File: config.mk
export PLATFORM = sky130hd
export DESIGN_NAME = shift_reg_universal
export DESIGN_NICKNAME = d
export VERILOG_FILES = /design/src/rtl/shift_reg_pkg.sv /design/src/rtl/shift_cnt_sat.sv /design/src/rtl/shift_reg_universal.sv
export SDC_FILE = /design/constraint.sdc
export NUM_CORES = 1
export LEC_CHECK = 0
export ABC_AREA = 0
export BUFFER_PORTS_ARGS = -buffer_cell sky130_fd_sc_hd__buf_2
export CAP_MARGIN = 15
export CORE_AREA = 3 3 40 42
export CTS_BUF_LIST = sky130_fd_sc_hd__clkbuf_8
export DETAILED_ROUTE_END_ITERATION = 16
export DIE_AREA = 0 0 43 45
export PLACE_DENSITY = 0.75
export SLEW_MARGIN = 30
export SYNTH_ARGS = -nofsm -noshare
export SYNTH_HDL_FRONTEND = slang
export SYNTH_SLANG_ARGS = --single-unit
File: constraint.sdc
create_clock -name clk -period 3.42 [get_ports clk]
set_clock_uncertainty 0.1 [all_clocks]
set_input_delay 0.855 -clock clk [delete_from_list [all_inputs] [get_ports clk]]
set_output_delay 0.855 -clock clk [all_outputs]
set_load 0.05 [all_outputs]
File: src/rtl/shift_reg_pkg.sv
// Shared definitions for the universal shift register: operation encodings
// and the classification of which operations advance the shift counter.
package shift_reg_pkg;

   localparam int MODE_W = 3;

   localparam logic [MODE_W-1:0] MODE_HOLD = 3'b000;
   localparam logic [MODE_W-1:0] MODE_LOAD = 3'b001;
   localparam logic [MODE_W-1:0] MODE_SHL  = 3'b010;
   localparam logic [MODE_W-1:0] MODE_SHR  = 3'b011;
   localparam logic [MODE_W-1:0] MODE_ROL  = 3'b100;
   localparam logic [MODE_W-1:0] MODE_ROR  = 3'b101;
   localparam logic [MODE_W-1:0] MODE_ASR  = 3'b110;
   localparam logic [MODE_W-1:0] MODE_CLR  = 3'b111;

   // Every bit-moving operation counts towards a completed word.
   function automatic logic is_count_mode(input logic [MODE_W-1:0] mode);
      return (mode >= MODE_SHL) && (mode <= MODE_ASR);
   endfunction

   // LOAD and CLEAR both start a fresh word.
   function automatic logic is_restart_mode(input logic [MODE_W-1:0] mode);
      return (mode == MODE_LOAD) || (mode == MODE_CLR);
   endfunction

endpackage

File: src/rtl/shift_cnt_sat.sv
// Saturating shift counter with a registered one-cycle pulse on the edge
// where the count first reaches MAX.
module shift_cnt_sat #(
   parameter  int MAX   = 4,
   localparam int CNT_W = $clog2(MAX + 1)
) (
   input  logic             clk,
   input  logic             reset,
   input  logic             en_i,
   input  logic             clr_i,
   input  logic             inc_i,
   output logic [CNT_W-1:0] cnt_o,
   output logic             done_o
);

   localparam logic [CNT_W-1:0] CNT_MAX  = CNT_W'(MAX);
   localparam logic [CNT_W-1:0] CNT_LAST = CNT_W'(MAX - 1);

   logic [CNT_W-1:0] cnt_q, cnt_d;
   logic             done_q, done_d;

   always_comb begin
      // NOTE: every signal gets a default before the branches so no path
      // leaves it unassigned, which would otherwise infer a latch.
      cnt_d  = cnt_q;
      done_d = 1'b0;
      if (en_i) begin
         if (clr_i) begin
            cnt_d = '0;
         end else if (inc_i && (cnt_q != CNT_MAX)) begin
            cnt_d  = cnt_q + 1'b1;
            done_d = (cnt_q == CNT_LAST);
         end
      end
   end

   // NOTE: sequential state uses non-blocking assignments so every register
   // samples the pre-edge values regardless of statement order.
   always_ff @(posedge clk or posedge reset) begin
      if (reset) begin
         cnt_q  <= '0;
         done_q <= 1'b0;
      end else begin
         cnt_q  <= cnt_d;
         done_q <= done_d;
      end
   end

   assign cnt_o  = cnt_q;
   assign done_o = done_q;

endmodule

File: src/rtl/shift_reg_universal.sv
// Parametrised universal shift register: parallel load, logical/arithmetic
// shifts, rotates, serial in/out, clock enable and a word-complete counter.
module shift_reg_universal
   import shift_reg_pkg::*;
#(
   parameter  int               WIDTH     = 4,
   parameter  logic [WIDTH-1:0] RESET_VAL = {WIDTH{1'b0}},
   localparam int               CNT_W     = $clog2(WIDTH + 1)
) (
   input  logic              clk,
   input  logic              reset,
   input  logic              en,
   input  logic [MODE_W-1:0] mode,
   input  logic [WIDTH-1:0]  d,
   input  logic              sin_r,
   input  logic              sin_l,
   output logic [WIDTH-1:0]  q,
   output logic              sout_l,
   output logic              sout_r,
   output logic [CNT_W-1:0]  shift_cnt,
   output logic              word_done
);

   logic [WIDTH-1:0] q_q, q_d;

   always_comb begin
      q_d = q_q;
      if (en) begin
         case (mode)
            MODE_HOLD: q_d = q_q;
            MODE_LOAD: q_d = d;
            MODE_SHL:  q_d = {q_q[WIDTH-2:0], sin_r};
            MODE_SHR:  q_d = {sin_l, q_q[WIDTH-1:1]};
            MODE_ROL:  q_d = {q_q[WIDTH-2:0], q_q[WIDTH-1]};
            MODE_ROR:  q_d = {q_q[0], q_q[WIDTH-1:1]};
            MODE_ASR:  q_d = {q_q[WIDTH-1], q_q[WIDTH-1:1]};
            MODE_CLR:  q_d = '0;  // deliberately zero, not RESET_VAL
            default:   q_d = q_q;
         endcase
      end
   end

   always_ff @(posedge clk or posedge reset) begin
      if (reset) q_q <= RESET_VAL;
      else       q_q <= q_d;
   end

   shift_cnt_sat #(
      .MAX (WIDTH)
   ) u_cnt (
      .clk    (clk),
      .reset  (reset),
      .en_i   (en),
      .clr_i  (is_restart_mode(mode)),
      .inc_i  (is_count_mode(mode)),
      .cnt_o  (shift_cnt),
      .done_o (word_done)
   );

   assign q      = q_q;
   assign sout_l = q_q[WIDTH-1];
   assign sout_r = q_q[0];

endmodule

* Word-level counts from Yosys, hierarchy flattened
Index checks and enable logic that the tools add are counted.
** Storage, ports and cells
- Input port bits :: 12
- Bits in registers :: 8
- Output and inout port bits :: 10
- Word-level logic and storage cells :: 32
** Cells by class
- Reductions and logical operators :: 8
- $lt $le $gt $ge :: 2
- $add $sub $neg :: 1
- Equality and inequality tests :: 9
- Bitwise logic cells :: 2
- Muxes and demuxes :: 6
** Operators by type and width (count)
- $pmux 4 s7 :: 1
- $eq 3x3->1 const B :: 4
- $eq 3x2->1 const B :: 3
- $mux 3 :: 2
- $reduce_and 2->1 :: 2
- $add 3x1->3 const B :: 1
- $eq 3x1->1 const B :: 1
- $ge 3x2->1 const B :: 1
- $le 3x3->1 const B :: 1
- $logic_not 3->1 :: 1
- $mux 1 :: 3
- $ne 3x3->1 const B :: 1
- $reduce_and 3->1 :: 1
- $logic_and 1x1->1 :: 2
- $not 1->1 :: 2
- $reduce_bool 2->1 :: 1
- $logic_or 1x1->1 :: 1

* Logic depth before layout (Yosys ltp)
Gate-level depths: netlist of the first run.
- Word-level depth :: 6
- Depth in mapped cells :: 6
- Depth with buffers taken out :: 6

* Modules after synthesis
A second synthesis of the first run with hierarchy kept.
** Unflattened totals
- Cell total of the unflattened synthesis :: 69
- Area total of the unflattened synthesis :: 576.8 um^2
** Modules (own cells, without submodules)
- shift_reg_universal :: instances 1, area an instance 342.8 um^2, cells an instance 45
- shift_cnt_sat :: instances 1, area an instance 234.0 um^2, cells an instance 24

* Worst setup path after synthesis of the first run
OpenSTA, ideal clock, no wires.
- Path type :: in2reg
- Start :: input mode[0]
- End :: register q_q[2] (netlist: q[2])
- Required time :: 3.198 ns
- Arrival :: 1.765 ns
- Library setup time :: 0.122 ns
- Stages on the path :: 4
- Slack :: 1.433 ns
- Cell sequence :: buf_6 > mux2_4 > a221o_1 > a32o_1
** On the way
- Cells in the longest elaborated chain, start to end :: 3
** Ends and longest elaborated chain
- start, declared :: RTL line shift_reg_universal.sv:13 : input logic [MODE_W-1:0] mode,
- parallel branches: the longest is 3 deep, another holds $pmux 4 s7
- end signal, assigned :: RTL line shift_reg_universal.sv:45 : else q_q <= q_d;
- end, declared :: RTL line shift_reg_universal.sv:24 : logic [WIDTH-1:0] q_q, q_d;
Several ways; the timed one is not identified.
A chain may end at the register's enable or synchronous reset.

* Worst setup path in the final report of the first run
Same ends and word-level chain as after synthesis.

==> qor.yml, run 1 <==
synth_edf_count: 0
grt_pass1_vias: 508
fp.dieArea_mm2: 0.00194
gr-total-overflow: 0
max_stage_delay_ns: 0.34
finish.utilization: 0.568
hold_viol_final: 0
ys_ff_latch: 8
cpMaxStageDelayCell: "mux2_4"
cts_num_sinks: 8
vdd_drop_max_mv: 0.227
first_pass_iters: 4
num_antenna_cells: 0
yosysSeqAreaShare: 0.327
status: "completed"
ys.flop_type: "dfrtp_1"
cts_htree_levels: 1
rows: 13
worst-slew-pin-transition_ns: 0.377
drv_slew: 0
arrival_ns: 2.02
final_area_um2: 729
io_pins: 22
synth_top_area_frac: 0.327
wirelength_um: 1400
grt_first_pass_wirelength_um: 2300
cpLargestDelayFamily: "compound AO/OA/AOI/OAI gates"
drive_above_1_share: 0.314
cp-start-kind: "primary input"
yosysUniqueCellTypes: 33
setup_viol: 0
hold_slack_ns: 0.457
ys_warn_count: 0
antenna_found_initial: 0
num_vias: 568
grt_max_degree: 20
syn_area_um2: 612
power_leakage_uw: 0.000355
port_buffers: 21
period_share: 0.588
drtIter0Drc: 18
slew_headroom: 0.748
clk_pin_slew_ns: 0.04
ant_nets: 0
crit_fanout: 19
yosys.area.top_type: "dfrtp_1"
clockBufferDepth: 2
dpl.hpwl_um: 1060
synth.most_common_cell: "nand2_1"
die_height_um: 45
post-cts-setup-buffers: 0
worst-path-buf-inv: 1
core_mm2: 0.00128
hold_buffers: 0
syn_nets: 84
cap_violations: 0
area_delta_synth_final_pct: 19.2
synth_commonest_cells: "nand2_1 (10), dfrtp_1 (8), o21ai_0 (5), inv_1 (4), nor2_1 (4)"
place_congestion: 0.757
place_area_um2: 688
cts_buffers: 3
worst_slack_ns: 1.41
synth_area_leaders: "dfrtp_1 (33%), ha_1 (6.1%), nand2_1 (6.1%), mux2_4 (4.9%), o21ai_0 (4.1%)"
fin_nets: 103
max_freq_mhz: 497
cp_data_required_time_ns: 3.43
fin_crit_ns: 2.01
clk_latency_ns: 0.22
wl_per_cell_um: 13.8
synth_cells: 69
end_kind: "flop"
cp_cell_sequence: "buf_2 -> mux2_4 -> a221o_1 -> a32o_1"
power_density_mw_per_mm2: 692
vias_per_cell: 5.62
hp-class: "in2async"
die_x_um: 43
rsz0062_at_grt: "false"
path_class: "in2reg"
synth_area_per_cell_um2: 8.87
initial_core_util: 0.476
fillers: 128
cts_resized: 0
grt_use_total: 0.159
tns_ns: 0
dp_slack_ns: 1.18
cts_tree: "done"
drc: 0
clockRootBuffer: "clkbuf_8"
async_flop_share: 1.00
-- state kept, by name, summed over array words and instances (netlist names) --
signal	flops
q	4
u_cnt.cnt_o	3
u_cnt.done_o	1
-- path summary, 6_finish.rpt --
path	cells past startpoint	slack [ns]	start	endpoint
hold reg to reg	2	0.46	u_cnt.cnt_o[2]	u_cnt.cnt_o[2]
hold / removal	2	0.46	reset	u_cnt.done_o
setup / recovery	4	1.41	mode[0]	q[2]
setup reg to reg	5	1.79	u_cnt.cnt_o[0]	u_cnt.cnt_o[1]
min in group clk	2	0.46	u_cnt.cnt_o[2]	u_cnt.cnt_o[2]
max in group asynchronous	2	2.53	reset	q[1]
-- routing by layer --
| layer | global-route usage | vias up | share of wire |
|---|---|---|---|
| li1 | - | 282 | - |
| met1 | 0.201 | 271 | 0.46 |
| met2 | 0.269 | 15 | 0.49 |
| met3 | 0.0239 | 0 | 0.042 |
| met4 | 0.0723 | 0 | 0 |
| met5 | 0 | - | 0 |
-- cell type report --
type	instances	area, um^2	area share
multi-input combinational	50	349	0.479
inverter	4	15.0	0.0206
tap	15	18.8	0.0257
sequential	8	200	0.274
timing repair buffer	21	105	0.144
clock buffer	3	41.3	0.0566
-- metrics by stage --
stage               cells  power (uW)
global route          101         534
floorplan              69         342
detailed placement     98         396
global placement       98         388
finish                101         505
CTS                   101         508
-- worst register-to-register path, stage by stage (launching register included) --
cell and delay (ns):
dfrtp_1 0.41, inv_1 0.07, ha_1 0.20, a2bb2oi_1 0.22
o2bb2a_1 0.29, a22o_1 0.24
-- cell families (layout without fill, tap and decap cells) --
| group | count (synthesis) | in the layout | synth area share |
|---|---|---|---|
| AOI/OAI and AO/OA | 22 | 22 | 0.278 |
| xor gates and xnor gates | 1 | 1 | 0.0143 |
| adders and majority gates | 3 | 3 | 0.0614 |
| buffers and inverters | 11 | 28 | 0.102 |
| DFF | 8 | 8 | 0.327 |
| muxes | 2 | 2 | 0.0491 |
| and+or+nand+nor | 22 | 22 | 0.168 |
-- cells in the final DEF, fill, tap and decap left out, types with 2 or more instances in the layout --
master,count
buf_2,21
nand2_1,10
dfrtp_1,8
o21ai_0,5
nor2_1,4
inv_1,4
ha_1,3
clkbuf_8,3
nand3_1,2
mux2_4,2
a221o_1,2
a32o_1,2
nand3b_1,2
-- power breakdown --
part           total [uW]  leakage [uW]  switching [uW]  internal [uW]
clock                 111     0.0000216            35.0           76.1
combinational         240      0.000235             167           72.8
sequential            154     0.0000992            33.5            121
Power figures use the tool's default switching activity.
==> inputs of run 2 (changes only) <==
--- a/config.mk
+++ b/config.mk
@@ -8,11 +8,11 @@
 export ABC_AREA = 0
 export BUFFER_PORTS_ARGS = -buffer_cell sky130_fd_sc_hd__buf_2
 export CAP_MARGIN = 15
-export CORE_AREA = 3 3 40 42
+export CORE_MARGIN = 3
+export CORE_UTILIZATION = 45
 export CTS_BUF_LIST = sky130_fd_sc_hd__clkbuf_8
 export DETAILED_ROUTE_END_ITERATION = 16
-export DIE_AREA = 0 0 43 45
-export PLACE_DENSITY = 0.75
+export PLACE_DENSITY = 0.76
 export SLEW_MARGIN = 30
 export SYNTH_ARGS = -nofsm -noshare
 export SYNTH_HDL_FRONTEND = slang
==> constraint.sdc (replaced) <==
create_clock -name clk -period 1.6 [get_ports clk]
set_clock_uncertainty 0.1 [all_clocks]
set_input_delay 0.4 -clock clk [delete_from_list [all_inputs] [get_ports clk]]
set_output_delay 0.4 -clock clk [all_outputs]
set_load 0.05 [all_outputs]
==> run 2 against run 1 <==
Effect of this change: non-clock buffer count is 5 higher; flip-flop and latch count stayed put; combinational power grew 130%; final cell count rose by 4.0%; hold slack got worse by 0.45 ns; sequential share of layout area decreased by 0.80 points; clock power grew 120%; design area is 6.9% higher; global-route usage increased by 1.3 points; sequential power rose by 120%; setup slack lost 1.3 ns; wire length rose by 4.7%; largest power group unchanged.
==> qor.yml, run 2 (same netlist as run 1, synthesis figures left out) <==
cts_tree: "done"
num_vias: 602  # +6.0%
vdd_drop_max_mv: 0.893  # +290%
max_freq_mhz: 666
crit_fanout: 5  # -14
worst-slew-pin-transition_ns: 0.349  # -0.0276 ns
cts_htree_levels: 1  # unchanged
drc: 0  # unchanged
grt_use_total: 0.172  # +0.0128
wirelength_um: 1460  # +4.7%
fin_crit_ns: 1.50
initial_core_util: 0.516  # +0.0397
cpMaxStageDelayCell: "dfrtp_2"
met2_usage: 0.260  # -0.00898
path_class: "reg2reg"
cpLargestDelayFamily: "compound AO/OA/AOI/OAI gates"
rr_endpoint: "u_cnt.cnt_o[1]"
die_height_um: 42.9  # -4.7%
status: "completed"
p_switching_uw: 517  # +120%
core_mm2: 0.00119  # -7.7%
p_seq_frac: 0.297  # -0.008
antenna_found_initial: 0  # unchanged
gr-total-overflow: 0  # unchanged
rsz0062_at_grt: "false"
layout_commonest_cell: "buf_2"
grt_max_degree: 14  # -30%
max_stage_delay_ns: 0.38  # +0.04 ns
p_int_uw: 607  # +130%
combPwrFrac: 0.484  # +0.009
wl_per_cell_um: 13.9  # +0.67%
multi_input_area_um2: 355  # +1.8%
clk_pin_slew_ns: 0.04  # about the same
grt_pass1_vias: 526  # +3.5%
drtIter0Drc: 24  # +6
grt.busiest_layer: "met2"
first_pass_iters: 5  # +1
io_pins: 22  # unchanged
clk_latency_ns: 0.23  # about the same
power_density_mw_per_mm2: 1440  # +110%
grt_first_pass_wirelength_um: 2390  # +4.2%
dpl.hpwl_um: 1150  # +8.4%
hold_slack_ns: 0.0107  # -0.446 ns
cp_cell_sequence: "inv_1 -> ha_1 -> a2bb2oi_2 -> o2bb2a_1 -> a22o_1"
vias_per_cell: 5.73  # +1.9%
drive_above_1_share: 0.429  # +0.115
end_kind: "flop"
port_buffers: 21  # unchanged
cts_buffers: 3  # unchanged
worst-path-buf-inv: 1  # unchanged
cp_data_required_time_ns: 1.61  # -1.82 ns
fillers: 101  # -21%
grt_use_met1: 0.228  # +0.0270
cts_num_sinks: 8  # unchanged
ant_nets: 0  # unchanged
fp.dieArea_mm2: 0.00184  # -5.0%
clockRootBuffer: "clkbuf_8"
place_congestion: 0.790  # +4.4%
place_area_um2: 731  # +6.2%
die_x_um: 42.9  # -0.29%
timing.rr.start: "u_cnt.cnt_o[0]"
regToRegSetupSlack_ns: 0.1  # -1.69 ns
rows: 12  # -1
cp-start-kind: "flop"
tns_ns: 0  # unchanged
clockBufferDepth: 2  # unchanged
largest_reg_flops: 4  # unchanged
cap_violations: 0  # unchanged
fin_nets: 108  # +4.9%
seqCellArea_um2: 208  # +3.7%
arrival_ns: 1.51  # -0.51 ns
power_uw: 1120  # +120%
clkPwrFrac: 0.219  # about the same
hp-class: "in2async"
area_delta_synth_final_pct: 27.4
setup_viol: 0  # unchanged
finish.utilization: 0.657  # +0.0895
power_leakage_uw: 0.000374  # +5.1%
switching_share: 0.460  # -0.00622
hold_viol_final: 0  # unchanged
final_cell_mix: "buf_2 (21), nand2_1 (10), dfrtp_2 (6)"
final_area_um2: 779  # +6.9%
grtUsageMet3: 0.0551  # +0.0312
hold_buffers: 0  # unchanged
drv_slew: 0  # unchanged
period_share: 0.939
slew_headroom: 0.767  # +0.0185
rr_worst_depth: 5  # unchanged
num_antenna_cells: 0  # unchanged
-- run 2: changes by cell type in the layout (fill, tap and decap cells not counted), sizes merged --
cell,change
buf,+5
-- run 2: power groups by stage --
stage,clock network [uW],registers (uW),logic [uW]
3_3_place_gp,0,331,525
5_1_grt,260,347,584
3_5_place_dp,0,336,535
4_1_cts,250,333,540
6_report,246,334,544
2_1_floorplan,0,518,232
-- run 2: worst max path at each step --
stage / startpoint / end / slack, ns / cells past startpoint
after global placement: mode[0] / q[1] / 0.02 / 4
final: u_cnt.cnt_o[0] / u_cnt.cnt_o[1] / 0.1 / 5
after global routing: u_cnt.cnt_o[0] / u_cnt.cnt_o[1] / 0.01 / 5
after floorplan: u_cnt.cnt_o[0] / u_cnt.cnt_o[1] / -0.04 / 5
after CTS: u_cnt.cnt_o[0] / u_cnt.cnt_o[1] / 0.04 / 5
after detailed placement: mode[0] / q[1] / 0.009 / 4
-- run 2: cell type report --
type,instances,area share
Sequential cell,8,0.266
Tap cell,14,0.0225
Multi-Input combinational cell,50,0.456
Timing Repair Buffer,26,0.183
Clock buffer,3,0.0530
Inverter,4,0.0193
-- run 2: repair_timing --
| action | CTS | global route |
|---|---|---|
| resized for setup | 0 | 0 |
| setup endpoints to repair | 0 | 1 |
| setup buffers | 0 | 1 |
| endpoints found under the hold margin | 0 | 0 |
-- run 2: stage by stage --
stage                     std cells  worst slack, ns
after detailed placement        101          0.00911
after global placement          101           0.0173
after global routing            105           0.0106
after floorplan                  69          -0.0365
final                           105           0.0978
after CTS                       104           0.0402
-- run 2: per-layer routing --
layer,routed length (um),up-vias,part of all wire
li1,-,295,-
met1,664,280,0.45
met2,666,22,0.46
met3,113,5,0.077
met4,19,0,0.013
met5,0,-,0
